--- src/rtl/im_port_arbiter.sv ---
// Shares a single-port instruction memory between the CPU fetch port (fixed priority)
// and a loader/debug port, with a starvation escape that forces one loader grant.
module im_port_arbiter #(
  parameter int AW         = 7,
  parameter int DW         = 32,
  parameter int STARVE_MAX = 4
) (
  input  logic          clk,
  input  logic          rst_n,
  input  logic          f_req,
  input  logic [31:0]   f_addr,
  output logic          f_gnt,
  output logic          f_rvalid,
  output logic [DW-1:0] f_rdata,
  input  logic          l_req,
  input  logic          l_we,
  input  logic [31:0]   l_addr,
  input  logic [DW-1:0] l_wdata,
  output logic          l_gnt,
  output logic          l_rvalid,
  output logic [DW-1:0] l_rdata,
  output logic          mem_en,
  output logic          mem_we,
  output logic [AW-1:0] mem_addr,
  output logic [DW-1:0] mem_wdata,
  input  logic [DW-1:0] mem_rdata
);

  localparam int CW = (STARVE_MAX > 1) ? $clog2(STARVE_MAX) : 1;
  localparam logic [CW-1:0] CNT_TOP = CW'(STARVE_MAX - 1);

  typedef enum logic {NORMAL, FORCE} state_t;

  state_t          state;
  logic [CW-1:0]   starve_cnt;
  logic            rd_pend;
  logic            rd_owner;
  logic [DW-1:0]   f_rdata_q;
  logic [DW-1:0]   l_rdata_q;
  logic            f_win;
  logic            l_win;
  logic            unused_addr_bits;

  // Grant decision: requests are ignored entirely while reset is asserted.
  always_comb begin
    f_win = 1'b0;
    l_win = 1'b0;
    if (rst_n) begin
      if (state == FORCE) begin
        if (l_req)      l_win = 1'b1;
        else if (f_req) f_win = 1'b1;
      end else begin
        if (f_req)      f_win = 1'b1;
        else if (l_req) l_win = 1'b1;
      end
    end
  end

  assign f_gnt     = f_win;
  assign l_gnt     = l_win;
  assign mem_en    = f_win | l_win;
  assign mem_we    = l_win & l_we;
  assign mem_addr  = l_win ? l_addr[AW+1:2] : (f_win ? f_addr[AW+1:2] : '0);
  assign mem_wdata = (l_win & l_we) ? l_wdata : '0;

  // Read return stage: data comes straight from memory the cycle after the grant,
  // otherwise each port holds the last word it was handed.
  assign f_rvalid = rst_n & rd_pend & ~rd_owner;
  assign l_rvalid = rst_n & rd_pend & rd_owner;
  assign f_rdata  = f_rvalid ? mem_rdata : f_rdata_q;
  assign l_rdata  = l_rvalid ? mem_rdata : l_rdata_q;

  assign unused_addr_bits = ^{f_addr[31:AW+2], f_addr[1:0], l_addr[31:AW+2], l_addr[1:0]};

  always_ff @(posedge clk) begin
    if (!rst_n) begin
      state      <= NORMAL;
      starve_cnt <= '0;
      rd_pend    <= 1'b0;
      rd_owner   <= 1'b0;
      f_rdata_q  <= '0;
      l_rdata_q  <= '0;
    end else begin
      rd_pend  <= f_win | (l_win & ~l_we);
      rd_owner <= l_win;
      if (f_rvalid) f_rdata_q <= mem_rdata;
      if (l_rvalid) l_rdata_q <= mem_rdata;
      case (state)
        NORMAL: begin
          if (l_req && !l_win) begin
            if (starve_cnt == CNT_TOP) state <= FORCE;
            else                       starve_cnt <= starve_cnt + 1'b1;
          end else begin
            starve_cnt <= '0;
          end
        end
        FORCE: begin
          // Either the loader took its forced slot or it stopped asking.
          state      <= NORMAL;
          starve_cnt <= '0;
        end
        default: begin
          state      <= NORMAL;
          starve_cnt <= '0;
        end
      endcase
    end
  end

endmodule
--- config.mk ---
export PLATFORM = sky130hd
export DESIGN_NAME = im_port_arbiter
export DESIGN_NICKNAME = d
export VERILOG_FILES = /design/src/rtl/im_port_arbiter.sv
export SDC_FILE = /design/constraint.sdc
export NUM_CORES = 1
export LEC_CHECK = 0
export BUFFER_PORTS_ARGS = -buffer_cell sky130_fd_sc_hd__buf_2
export CAP_MARGIN = 40
export CORE_ASPECT_RATIO = 0.8
export CORE_MARGIN = 3
export CORE_UTILIZATION = 45
export DETAILED_ROUTE_END_ITERATION = 7
export GPL_ROUTABILITY_DRIVEN = 0
export PLACE_DENSITY_LB_ADDON = 0.2
export SLEW_MARGIN = 20
export SYNTH_ARGS = -nofsm -noshare
export SYNTH_HDL_FRONTEND = slang
export SYNTH_SLANG_ARGS = --single-unit
--- constraint.sdc ---
create_clock -name clk -period 2.6 [get_ports clk]
set_input_delay 0.65 -clock clk [delete_from_list [all_inputs] [get_ports clk]]
set_output_delay 0.65 -clock clk [all_outputs]
set_load 0.005 [all_outputs]
==> out/results.ini <==
[worst_setup_path]
reg2reg_from=rd_pend$_SDFF_PN0_
crit_required_ns=1.95
critPathArrivalTime_ns=1.77
start_kind=input port
critPathKind=in -> out
crit_start=rst_n
crit_buf_inv=3
crit_path_end_kind=output port
cpLargestDelayFamily=buffers and inverters
worstPathCellList=buf_2 > buf_4 > nand2_1 > a21oi_2 > a22o_1 > buf_2
cp_max_fo=10
cpMaxStageDelayCell=a21oi_2
cp_slowest_stage_delay_ns=0.31
crit_top_cell=buf_2

[synth]
yosysMostFrequentCell=nand2_1
synth.area.top_cells=dfxtp_1, mux2_4, nand2_1
syn_avg_cell_area_sq_um=9.42
syn_area_sq_um=3970
yosys_warnings=0
ys_seq_area_frac=0.348
synth-edff-count=0
syn_inst=421
synthesis.nets=555
synth_top_area_frac=0.348
synth_seq_cells=69
synth_top_area_cell=dfxtp_1
async_flop_share=0
synth_cell_types=32
synth_top_flop_cell=dfxtp_1
synthTopCellsByCount=nand2_1, dfxtp_1, a21boi_1

[route]
ant_nets=0
drtIter0Drc=170
wl_met1_um=4390
routedWlPerCell_um=14.4
dr.pass1.iters=4
vias=3448
wl_met2_um=5140
viasPerCell=4.82
drt-total-wl_um=10300
wl_met3_um=657
top_layer=met4
drc=0

[sta]
rsz0062_at_grt=no
worst_slack_ns=0.180
hold_slack_ns=0.453
tightestPinTransition_ns=0.510
slew_violations=0
slew_headroom=0.658
fin_crit_ns=2.42
tns_ns=0
setup_viol_count_final=0
period_share=0.931
fin_worst_skew_ns=0.0125
finalHoldViolCount=0
max_freq_ghz=0.413

[clock_network]
clockRootBuffer=clkbuf_8
post-cts-setup-buffers=0
numCtsBuffers=9
post_cts_resized=0
cts-htree-levels=3
clock_latency_ns=0.34
cts_sinks=69
path_clk_slew_ns=0.08
cts_buffer_depth=2
postCtsHoldBufs=0
cts_tree=done

[floorplanning]
ios=242
die_h_um=90.0
dieWidth_um=111
rows=29
core_sq_um=8240
dieArea_sq_um=9990
start_util=0.482

[global_route]
grt_pass1_vias=3492
grt_max_degree=34
grt_pass1_wl_um=16600
antenna_found_initial=0
grtUsageTotal=0.200
overflow=0

[power_and_ir_drop]
power_density_nw_per_um2=480
max-vdd-ir-drop_mv=0.254
p_leak_uw=0.00274

[final_layout]
nNetsFinal=737
area_delta_synth_final_pct=31.5
n_antenna_cell=0
layout-drive-gt1-share=0.477
final_cells=716
fillCellCount=696
final_core_util=0.633

[place]
dp_cells=700
dp_hpwl_um=7540
preCtsSetupSlack_ns=0.191
port_buffers=191

[min_path]
holdCritStartpoint=f_rdata_q[29]$_SDFF_PN0_
hold_path_class=reg -> reg

[run]
max_cap_viol_count=0

[outcome]
outcome=completed

[area by class of cell]
class / count / area (sq um) / share of cell area
clock buffer: 11 / 141 / 0.0271
clock inverter: 5 / 82.6 / 0.0158
multi-input combinational: 318 / 2350 / 0.451
timing repair buffer: 202 / 1110 / 0.213
tap: 108 / 135 / 0.0259
inverter: 3 / 11.3 / 0.00216
sequential: 69 / 1380 / 0.265
[worst paths after layout]
kind	slack (ns)	cells past startpoint	endpoint
hold / removal	0.45	2	f_rdata_q[29]$_SDFF_PN0_
setup / recovery	0.18	6	mem_addr[1]
setup reg to reg	1.07	4	l_rdata_q[27]$_SDFF_PN0_
hold reg to reg	0.45	2	f_rdata_q[29]$_SDFF_PN0_
[cells by family (layout without fill, tap and decap cells)]
group,Yosys count,after routing,share of synthesized area
flops,69,69,0.348
xor+xnor,1,1,0.00221
buf+inv,34,221,0.0599
compound gates,73,73,0.141
simple gates,178,178,0.207
mux,65,65,0.239
fa+ha+maj,1,1,0.00315
[stage by stage]
step,power (uW),cell area (sq um)
after floorplan,1370,3970
after global placement,1550,4990
after detailed placement,1560,4990
after CTS,2530,5220
after global routing,2620,5220
final,2500,5220
[layer usage]
| metal | vias up | track usage |
|---|---|---|
| met5 | - | 0 |
| met4 | 0 | 0.0472 |
| met3 | 10 | 0.0517 |
| met2 | 120 | 0.362 |
| met1 | 1562 | 0.237 |
| li1 | 1756 | - |
[cell usage in the layout (no fill, tap or decap), drive strengths merged]
cell type / synthesis / final
nor2b: 2 / 2
a22o: 7 / 7
nand3: 2 / 2
nor2: 5 / 5
inv: 3 / 4
nand2: 131 / 131
mux2: 64 / 64
or2: 1 / 1
dfxtp: 69 / 69
a21oi: 1 / 1
nor3: 1 / 1
clkinv: 0 / 2
ha: 1 / 1
and2: 33 / 33
bufinv: 0 / 2
a21boi: 64 / 64
nand2b: 1 / 1
nand3b: 1 / 1
nor3b: 1 / 1
buf: 20 / 202
mux2i: 1 / 1
xor2: 1 / 1
clkbuf: 11 / 11
o21a: 1 / 1
[registers in the layout (all words and copies together), names as in the netlist]
signal and flops:
starve_cnt 2, f_rdata_q 32, rd_owner 1, l_rdata_q 32, rd_pend 1, state 1
[where the power goes]
part	total, uW	switching, uW	internal (uW)
sequential	1120	21.3	1090
combinational	414	186	228
clock	972	401	570
total	2500	609	1890
[worst register-to-register path: cells and delay by family, from the launching register on]
kind                   cells  cell delay (ns)
AO/OA/AOI/OAI              1             0.14
flip-flops                 1             0.48
buffers and inverters      1             0.38
AND/OR/NAND/NOR            2             0.47
Note: power is estimated with default switching activity, not from simulation.
